## config.mk

```make
export PLATFORM = sky130hd
export DESIGN_NAME = lsu
export DESIGN_NICKNAME = d
export VERILOG_FILES = /design/src/rtl/lsu.sv
export SDC_FILE = /design/constraint.sdc
export NUM_CORES = 1
export LEC_CHECK = 0
export CORE_UTILIZATION = 46
export CTS_BUF_LIST = sky130_fd_sc_hd__clkbuf_4
export DETAILED_ROUTE_END_ITERATION = 6
export PLACE_DENSITY_LB_ADDON = 0.05
export RECOVER_POWER = 25
export SYNTH_ARGS = -nofsm -noshare
export SYNTH_HDL_FRONTEND = slang
export SYNTH_SLANG_ARGS = --single-unit
export TNS_END_PERCENT = 10
```

## constraint.sdc

```tcl
create_clock -name clk -period 4.2 [get_ports clk]
set_input_delay 0.42 -clock clk [delete_from_list [all_inputs] [get_ports clk]]
set_output_delay 0.42 -clock clk [all_outputs]
set_load 0.02 [all_outputs]
```

## src/rtl/lsu.sv

```systemverilog
// Load/store unit: takes the execute-stage address and store data, runs a
// req/gnt/rvalid handshake to data memory, builds byte-lane store masks/data
// and formats load data (sign/zero extension) for the result mux.
// Optional feature: define LSU_MISALIGN_TRAP_EN to complete misaligned
// halfword/word accesses immediately with err instead of issuing them.
module lsu #(
    parameter int TIMEOUT = 255
) (
    input  logic        clk,
    input  logic        rst,
    input  logic        req_valid,
    output logic        req_ready,
    input  logic        mem_read,
    input  logic        mem_write,
    input  logic [2:0]  funct3,
    input  logic [31:0] addr,
    input  logic [31:0] wdata,
    output logic [31:0] read_data,
    output logic        done,
    output logic        err,
    output logic        dmem_req,
    output logic        dmem_we,
    output logic [31:0] dmem_addr,
    output logic [3:0]  dmem_wmask,
    output logic [31:0] dmem_wdata,
    input  logic        dmem_gnt,
    input  logic        dmem_rvalid,
    input  logic [31:0] dmem_rdata
);
    localparam int CW = (TIMEOUT > 0) ? $clog2(TIMEOUT + 1) : 1;

    typedef enum logic [1:0] {S_IDLE, S_REQ, S_WAIT, S_DONE} state_t;

    state_t         state_q;
    logic           req_ready_q, done_q, err_q, dmem_req_q, dmem_we_q, is_load_q;
    logic [31:0]    read_data_q, dmem_addr_q, dmem_wdata_q;
    logic [3:0]     dmem_wmask_q;
    logic [2:0]     f3_q;
    logic [1:0]     off_q;
    logic [CW-1:0]  cnt_q;
    logic [3:0]     wmask_d;
    logic [31:0]    wdata_d;
    logic           trap_d;

    // Byte enables for a store of size sz at byte offset off (odd offsets truncate).
    function automatic logic [3:0] store_mask(input logic [1:0] sz, input logic [1:0] off);
        case (sz)
            2'b00:   store_mask = 4'b0001 << off;
            2'b01:   store_mask = off[1] ? 4'b1100 : 4'b0011;
            default: store_mask = 4'b1111;
        endcase
    endfunction

    // Store data replicated across every lane so the mask alone picks the bytes.
    function automatic logic [31:0] store_data(input logic [1:0] sz, input logic [31:0] d);
        case (sz)
            2'b00:   store_data = {4{d[7:0]}};
            2'b01:   store_data = {2{d[15:0]}};
            default: store_data = d;
        endcase
    endfunction

    // Select the addressed byte/half from the memory word and extend it.
    function automatic logic [31:0] load_fmt(input logic [2:0] f3, input logic [1:0] off,
                                             input logic [31:0] rd);
        logic [7:0]  b;
        logic [15:0] h;
        logic        sext;
        b    = rd[{off, 3'b000} +: 8];
        h    = rd[{off[1], 4'b0000} +: 16];
        sext = ~f3[2];
        case (f3[1:0])
            2'b00:   load_fmt = {{24{b[7] & sext}}, b};
            2'b01:   load_fmt = {{16{h[15] & sext}}, h};
            default: load_fmt = rd;
        endcase
    endfunction

`ifdef LSU_MISALIGN_TRAP_EN
    // Halfword needs an even offset, word needs offset zero.
    function automatic logic misaligned(input logic [1:0] sz, input logic [1:0] off);
        case (sz)
            2'b00:   misaligned = 1'b0;
            2'b01:   misaligned = off[0];
            default: misaligned = (off != 2'b00);
        endcase
    endfunction
`endif

    // Lane mask/data and alignment check computed from the incoming request.
    always_comb begin
        wmask_d = store_mask(funct3[1:0], addr[1:0]);
        wdata_d = store_data(funct3[1:0], wdata);
`ifdef LSU_MISALIGN_TRAP_EN
        trap_d  = misaligned(funct3[1:0], addr[1:0]);
`else
        trap_d  = 1'b0;
`endif
    end

    // Access sequencing FSM with all outputs registered.
    always_ff @(posedge clk or posedge rst) begin
        if (rst) begin
            state_q      <= S_IDLE;
            req_ready_q  <= 1'b1;
            done_q       <= 1'b0;
            err_q        <= 1'b0;
            read_data_q  <= '0;
            dmem_req_q   <= 1'b0;
            dmem_we_q    <= 1'b0;
            dmem_addr_q  <= '0;
            dmem_wmask_q <= '0;
            dmem_wdata_q <= '0;
            is_load_q    <= 1'b0;
            f3_q         <= '0;
            off_q        <= '0;
            cnt_q        <= '0;
        end else begin
            case (state_q)
                S_IDLE: begin
                    // A request carrying no operation is consumed without effect.
                    if (req_valid && (mem_read || mem_write)) begin
                        req_ready_q <= 1'b0;
                        is_load_q   <= mem_read;
                        f3_q        <= funct3;
                        off_q       <= addr[1:0];
                        if (trap_d) begin
                            state_q     <= S_DONE;
                            done_q      <= 1'b1;
                            err_q       <= 1'b1;
                            read_data_q <= '0;
                        end else begin
                            state_q      <= S_REQ;
                            dmem_req_q   <= 1'b1;
                            dmem_we_q    <= ~mem_read;
                            dmem_addr_q  <= {addr[31:2], 2'b00};
                            dmem_wmask_q <= mem_read ? 4'b0000 : wmask_d;
                            dmem_wdata_q <= mem_read ? 32'h0 : wdata_d;
                        end
                    end
                end
                S_REQ: begin
                    if (dmem_gnt) begin
                        dmem_req_q <= 1'b0;
                        cnt_q      <= CW'(1);
                        if (is_load_q) begin
                            state_q <= S_WAIT;
                        end else begin
                            state_q <= S_DONE;
                            done_q  <= 1'b1;
                            err_q   <= 1'b0;
                        end
                    end
                end
                S_WAIT: begin
                    // cnt_q numbers the WAIT cycles from 1; rvalid beats the timeout.
                    if (dmem_rvalid) begin
                        read_data_q <= load_fmt(f3_q, off_q, dmem_rdata);
                        state_q     <= S_DONE;
                        done_q      <= 1'b1;
                        err_q       <= 1'b0;
                    end else if ((TIMEOUT != 0) && (cnt_q == CW'(TIMEOUT))) begin
                        read_data_q <= '0;
                        state_q     <= S_DONE;
                        done_q      <= 1'b1;
                        err_q       <= 1'b1;
                    end else begin
                        cnt_q <= cnt_q + 1'b1;
                    end
                end
                S_DONE: begin
                    done_q      <= 1'b0;
                    err_q       <= 1'b0;
                    req_ready_q <= 1'b1;
                    state_q     <= S_IDLE;
                end
                default: state_q <= S_IDLE;
            endcase
        end
    end

    assign req_ready  = req_ready_q;
    assign done       = done_q;
    assign err        = err_q;
    assign read_data  = read_data_q;
    assign dmem_req   = dmem_req_q;
    assign dmem_we    = dmem_we_q;
    assign dmem_addr  = dmem_addr_q;
    assign dmem_wmask = dmem_wmask_q;
    assign dmem_wdata = dmem_wdata_q;

endmodule

```

* Yosys cells after proc, flatten, opt, wreduce, memory -nomap -nowiden
Index checks and enable logic that the tools add are counted.
Word-level totals: input port bits 106, register bits after elaboration 119, output and inout bits 105, logic and storage cells 83
Operators by class: bitwise operators 5, shift operators 3, muxes and demuxes 32, equal/unequal tests 12, $add $sub $neg 1, reductions and logical operators 16
Operator list (count):
- 32-bit case mux with 2 select lines | 2
- 32-bit two-way mux | 3
- 32-bit by 6-bit indexed part select with 16-bit output | 1
- 32-bit by 6-bit indexed part select with 8-bit output | 1
- 8-bit two-way mux | 3
- 8-bit case mux with 2 select lines | 1
- 1-bit two-way mux | 11
- 2-bit != test, second input constant | 5
- 8-bit by 1-bit adder with 8-bit output, second input constant | 1
- 8-bit equality test, second input constant | 1
- 2-bit two-way mux | 4
- 4-bit two-way mux | 2
- 2-bit case mux with 4 select lines | 1
- 4-bit case mux with 2 select lines | 1
- 4-bit AND reduction | 2
- 2-bit nonzero test | 4
- 2-bit by 1-bit equality test with 1-bit output, second input constant | 3
- 2-bit zero test | 3
- 1-bit case mux with 3 select lines | 2
- 2-bit AND reduction | 3
- 3-bit AND reduction | 2
- 2-bit equality test, second input constant | 2
- 1-bit case mux with 2 select lines | 2
- 1-bit by 2-bit << shifter with 4-bit output, first input constant | 1
- other kinds (5) | 8

* Depth between registers and ports, before layout
Gate-level depths: netlist of run 1.
word-level depth 4, gate-level depth with buffers 7, mapped depth without buffers 6

* Worst setup path before layout of run 1
No wires, ideal clock.
path type register -> register, from register state_q[1], to register cnt_q[3], library setup time 0.084 ns, period minus slack after synthesis 1.871 ns, path buffers 1, data required time 4.116 ns, arrival time 1.787 ns, slack 2.329 ns, cell stages (with the launch flop) 8, cells stage by stage dfrtp_1 -> inv_1 -> ha_1 -> nand2b_1 -> o211ai_1 -> clkbuf_1 -> or4_1 -> a21boi_0
On the way: word-level cells in the longest chain between the ends 3, elaborated cells on any way between the ends 8, those cells by class eq/ne: 5; mux: 1; reduce/logical: 2
Ends and longest elaborated chain:
- from (decl) | RTL line 34 | state_t state_q;
- from (signal assigned) | RTL line 104 | state_q <= S_IDLE;
- from (signal assigned) | RTL line 128 | state_q <= S_DONE;
- from (signal assigned) | RTL line 133 | state_q <= S_REQ;
- 2-bit equality test or 2-bit by 1-bit equality test with 1-bit output (tied branches) | RTL line 119 | case (state_q)
- 2-bit != test (no line) or 2-bit nonzero test (tied branches)
- 4-bit AND reduction (no line)
- to (signal assigned) | RTL line 168 | cnt_q <= cnt_q + 1'b1;
- to (decl) | RTL line 40 | logic [CW-1:0] cnt_q;
Several ways; a longest one is shown, not always the timed one. A chain may end at the register's enable or synchronous reset.

==> metrics.csv, run 1 <==
stage,metric,value,unit
status,status,"finished, violations left",
status,failing checks,"DRC, capacitance limit, slew limit",
worst_setup_path,"Slowest-stage cell, CP",inv_1,
final_layout,layout net count,810,
floorplanning,Core Rows,39,
place,Area after DPL,7700,um2
logic_synthesis,synth warn,0,
logic_synthesis,"flops & latches, synth",119,
clocking,total CTS buffers,17,
final_layout,Seq. cell area,2980,um2
final_layout,post-route cell area,8050,um2
worst_setup_path,Crit path buffers/inverters,2,
place,GPL Wtd Cong,0.804,
timing,endpoints failing setup,0,
logic_synthesis,prevailing post-synth register cell,dfrtp_1,
worst_setup_path,critical path's largest stage delay,1.91,ns
timing,fin crit share,68.0,%
logic_synthesis,Netlist Area Pre-Place,5530,um2
clocking,Max Buffers Root-to-Sink,2,
job,Max Cap Viol,1,
final_layout,number of fill cells,909,
floorplanning,Initial Util,47.8,%
logic_synthesis,fraction of post-synthesis cell area in the top cell type by area,53.4,%
detailed_routing,Final Routed Wirelength,15000,um
detailed_routing,routed vias,4735,
global_routing,first-pass GRT wire length,24300,um
logic_synthesis,Mean Syn Cell Area,11.1,um2
detailed_routing,Residual DRC,10,
worst_setup_path,WP data required,4.25,ns
place,detailed placement HPWL,11000,um
timing,Fin Setup TNS,0,ns
floorplanning,core region area,11600,um2
logic_synthesis,top post-synthesis cells by count,"dfrtp_1, nand2_1, o21ai_0",
final_layout,final core utilization,69.6,%
final_layout,Area Overhead vs Synth,45.6,%
power,VDD IR max,0.562,mV
power,PwrDens,704,nW/um2
power,leakage,3.45,nW
logic_synthesis,Post-synth EDFFs,0,
floorplanning,I/O pin total,211,
detailed_routing,drt via density,5.54,
floorplanning,Die Height,112,um
global_routing,initial antenna violation count,0,
timing,clock skew,0.0179,ns
clocking,CTS H-Tree Depth,4,
timing,Final Max Slew Viols,74,
clocking,CTS resizes,0,
worst_setup_path,critical-path maximum fanout,73,
detailed_routing,ANT nets after route,0,
worst_setup_path,Critical Path Start Type,input port,
worst_setup_path,Crit path depth,2,
worst_setup_path,Worst EP arrival,2.90,ns
logic_synthesis,Mapped Cells,497,
logic_synthesis,post-synthesis sequential area ratio,53.9,%
final_layout,diode count,0,
hold_path,hold path depth,2,
worst_setup_path,CP Class,input port to asynchronous set/reset pin,
global_routing,vias in the first global route,4891,
timing,Final min period,2.86,ns
clocking,Clock transition at path regs,0.12,ns
place,Port Buffers,208,
clocking,Post-CTS Hold Buffers,0,
floorplanning,die width,112,um
logic_synthesis,ranking of synthesized cells by area,"dfrtp_1, mux2_2, mux2i_1",
logic_synthesis,top-count cell post-synth,dfrtp_1,
final_layout,layout cells sized above 1,11.4,%
hold_path,worst hold-check path type,flip-flop to flip-flop,
timing,relative slew slack,-82.1,%
clocking,CTS tree,yes,
timing,WHS,0.477,ns
timing,achievable frequency,350,MHz
floorplanning,die area,12500,um2
final_layout,area of the multi-input gates,2380,um2
logic_synthesis,ys async rst share,100,%
global_routing,grt ovf,0,
clocking,worst-skew pair later-pin latency,0.52,ns
detailed_routing,Detailed Routing Iterations Pass 1,7,
logic_synthesis,top cell type by total area after synthesis,dfrtp_1,
detailed_routing,routed len/inst,17.6,um
worst_setup_path,CP cell instances,"dlygate4sd3_1, inv_1",
global_routing,largest net degree at the start of global routing,74,
clocking,clock sink total,119,
detailed_routing,initial DRC count,269,
worst_setup_path,CP endpoint kind,asynchronous set/reset pin,
global_routing,Total GRT Usage,25.1,%
timing,Slew @ Worst Pin,2.73,ns
clocking,post-CTS setup buffers,0,
worst_setup_path,Worst R2R Path Depth,6,
logic_synthesis,Synth cell types,44,
clocking,CTS root buf,clkbuf_4,
worst_setup_path,"delay-heaviest family, CP",buffers and inverters,
timing,Final Hold Viols,0,
timing,RSZ-0062 raised after global routing,no,
-- cell usage in the layout, fill, tap and decap left out, types with 9 or more instances in the layout --
cell type and count:
a22o_1 9, a21oi_1 23, clkdlybuf4s50_1 206, inv_1 10
clkbuf_4 17, a221o_1 16, dfrtp_1 118, nand2_1 58
mux2i_1 37, mux2_2 37, o21ai_0 42, nor2_1 21
-- power by group --
group          internal, mW  leakage [nW]  switching [mW]
Combinational          1.35          1.77            1.35
Sequential             1.63          1.50           0.350
Clock                 0.536         0.183           0.457
-- cell type report --
cell class | instances | share of cell area (%)
inverters | 10 | 0.466
repair buffers | 213 | 26.3
well taps | 143 | 2.22
clock inverters | 15 | 2.78
clock buffers | 17 | 1.59
flip-flops and latches | 119 | 37.0
multi-input cells | 337 | 29.6
-- state kept, by name, indices dropped and copies added (netlist names) --
signal      flops
f3_q            3
dmem_wdata     32
dmem_wmask      4
dmem_we         1
dmem_addr      30
dmem_req        1
cnt_q           8
is_load_q       1
read_data      32
off_q           2
done            1
state_q         2
req_ready       1
err             1
-- cells by family after synthesis --
kind of cell | count (synthesis) | synth area share (%)
AOI/OAI and AO/OA | 137 | 17.5
adders and majority gates | 6 | 1.36
buffers and inverters | 42 | 3.17
DFF | 119 | 53.9
muxes | 74 | 14.2
other | 1 | 0.0678
and+or+nand+nor | 118 | 9.73
-- routing by layer --
metal | up-vias | share of wire (%) | wire (um) | global-route usage (%)
li1 | 2215 | - | - | -
met1 | 2320 | 41 | 6100 | 28.9
met2 | 169 | 48 | 7210 | 41.3
met3 | 31 | 8.2 | 1240 | 10.1
met4 | 0 | 3.0 | 454 | 10.6
met5 | - | 0 | 0 | 0
-- path summary, 6_finish.rpt --
path | start | to | slack [ns]
worst min register to register | dmem_wmask[1] | dmem_wmask[1] | 0.48
worst max-delay path | rst | read_data[15] | 1.34
worst min-delay path | dmem_wmask[1] | dmem_wmask[1] | 0.48
min in group asynchronous | rst | dmem_addr[30] | 1.29
worst max register to register | state_q[0] | cnt_q[3] | 1.62
max in group clk | state_q[0] | cnt_q[3] | 1.62
-- through the flow --
stage | power, mW | worst slack, ns | cells
final | 5.66 | 1.34 | 854
after global routing | 5.99 | 0.795 | 854
after CTS | 5.71 | 1.59 | 854
after detailed placement | 4.70 | 1.53 | 822
after global placement | 4.62 | 1.59 | 822
after floorplan | 3.45 | 0.624 | 498
No activity file was read; power rests on OpenSTA's default activity.
==> run 2, diff against run 1 <==
- clock period: 4.2 -> 2.7 ns (I/O delays scaled with it)
==> run 2 against run 1 <==
The run still ends with DRC, capacitance limit, slew limit left. Global-route usage grew 0.55 points. Die area is the same. Clock power grew 26%. Clock-buffer cell count grew 4. Via count grew 0.19%. Wire length grew 1.2%. Sequential share of layout area is essentially flat. Non-clock buffer count grew 10. Register-to-register slack lost 1.3 ns. Sequential power grew 53%. Utilization is essentially flat. Total power grew 51%. Highest routed layer unchanged.
==> metrics.csv, run 2 (synthesis results as in run 1) <==
stage,metric,value,unit
detailed_routing,Final Routed Wirelength,15200,um
clocking,Post-CTS Hold Buffers,0,
worst_setup_path,critical-path maximum fanout,16,
floorplanning,Core Rows,39,
global_routing,first-pass GRT wire length,24900,um
global_routing,vias in the first global route,4878,
timing,Fin Setup TNS,0,ns
status,failing checks,"DRC, capacitance limit, slew limit",
timing,Slew @ Worst Pin,1.62,ns
worst_setup_path,CP Class,flip-flop to flip-flop,
timing,Final Max Slew Viols,120,
global_routing,initial antenna violation count,0,
worst_setup_path,WP data required,3.17,ns
status,status,"finished, violations left",
final_layout,number of fill cells,902,
floorplanning,Initial Util,47.8,%
clocking,clock sink total,119,
worst_setup_path,"Slowest-stage cell, CP",nor2_1,
hold_path,worst hold-check path type,input port to flip-flop,
clocking,post-CTS setup buffers,0,
clocking,Clock transition at path regs,0.11,ns
timing,achievable frequency,426,MHz
floorplanning,I/O pin total,211,
global_routing,grt ovf,0,
final_layout,diode count,0,
worst_setup_path,CP endpoint kind,flip-flop,
timing,clock skew,0.0170,ns
clocking,CTS H-Tree Depth,4,
place,Port Buffers,208,
final_layout,layout cells sized above 1,12.5,%
detailed_routing,Residual DRC,12,
place,GPL Wtd Cong,0.827,
place,Area after DPL,7790,um2
timing,RSZ-0062 raised after global routing,no,
worst_setup_path,CP cell instances,"inv_1, ha_1, nand2_1, buf_4, nor2_1, a221o_1",
job,Max Cap Viol,1,
floorplanning,core region area,11600,um2
timing,Final Hold Viols,0,
timing,endpoints failing setup,0,
global_routing,largest net degree at the start of global routing,120,
final_layout,post-route cell area,8040,um2
detailed_routing,initial DRC count,266,
final_layout,layout net count,820,
final_layout,most common library cell in the layout ignoring fill and taps,clkdlybuf4s50_1,
final_layout,area of the multi-input gates,2380,um2
clocking,CTS tree,yes,
worst_setup_path,critical path's largest stage delay,0.81,ns
worst_setup_path,Critical Path Start Type,flip-flop,
detailed_routing,routed len/inst,17.6,um
clocking,CTS root buf,clkbuf_4,
detailed_routing,ANT nets after route,0,
final_layout,most frequent cells in the layout,"clkdlybuf4s50_1, dfrtp_1, nand2_1, o21ai_0",
floorplanning,Die Height,112,um
clocking,worst-skew pair later-pin latency,0.54,ns
power,PwrDens,1060,nW/um2
floorplanning,die area,12500,um2
power,VDD IR max,0.706,mV
global_routing,Total GRT Usage,25.6,%
final_layout,Seq. cell area,2980,um2
power,leakage,3.47,nW
timing,fin crit share,86.9,%
detailed_routing,routed vias,4744,
floorplanning,die width,112,um
timing,relative slew slack,-7.91,%
timing,Final min period,2.35,ns
place,detailed placement HPWL,11000,um
detailed_routing,Detailed Routing Iterations Pass 1,6,
detailed_routing,drt via density,5.49,
final_layout,Area Overhead vs Synth,45.5,%
worst_setup_path,Worst EP arrival,2.82,ns
clocking,total CTS buffers,17,
clocking,CTS resizes,0,
clocking,Max Buffers Root-to-Sink,2,
run 2: power by group:
part	internal, mW	total (mW)	switching, mW
clock	0.579	1.25	0.670
sequential	2.53	3.02	0.487
combinational	2.13	4.29	2.15
run 2: cell type report:
type	instances	share of cell area (%)
sequential	119	37.0
multi-input combinational	337	29.6
timing repair buffer	223	27.3
tap	143	2.22
clock buffer	21	1.96
clock inverter	11	1.37
inverter	10	0.513
run 2: path summary, 6_finish.rpt:
kind	startpoint	depth (start not counted)	end	slack, ns
max in group asynchronous	rst	3	dmem_addr[13]	0.87
setup / recovery	state_q[0]	6	read_data[21]	0.35
setup reg to reg	state_q[0]	6	read_data[21]	0.35
hold / removal	addr[17]	2	dmem_addr[17]	0.34
hold reg to reg	dmem_wmask[1]	2	dmem_wmask[1]	0.48
min in group asynchronous	rst	3	read_data[4]	0.80
run 2: metrics by stage:
step | hold WS (ns) | total power [mW] | worst slack, ns | utilization (%) | std cells
3_3_place_gp | 0.457 | 7.25 | 0.500 | 67.3 | 832
3_5_place_dp | 0.463 | 7.37 | 0.411 | 67.3 | 832
5_1_grt | 0.304 | 9.06 | 0.196 | 69.5 | 864
2_1_floorplan | 0.373 | 5.37 | 0.829 | - | 498
4_1_cts | 0.277 | 8.63 | 0.356 | 69.7 | 864
6_report | 0.336 | 8.56 | 0.354 | 69.5 | 864
run 2: critical path, delay by kind of cell, from the launching register on:
| family | cells | cell delay, ns |
|---|---|---|
| buffers and inverters | 2 | 0.34 |
| adders and majority gates | 1 | 0.31 |
| and+or+nand+nor | 2 | 0.92 |
| DFF | 1 | 0.41 |
| AOI/OAI and AO/OA | 1 | 0.29 |
run 2: routing by layer:
layer  GRT usage (%)  part of all wire, %  routed length (um)  vias to the layer above
li1                -                    -                   -                     2233
met1            30.5                   40                6130                     2328
met2            42.4                   50                7530                      159
met3            9.31                  8.2                1240                       24
met4            9.91                  1.9                 295                        0
met5               0                    0                   0                        -
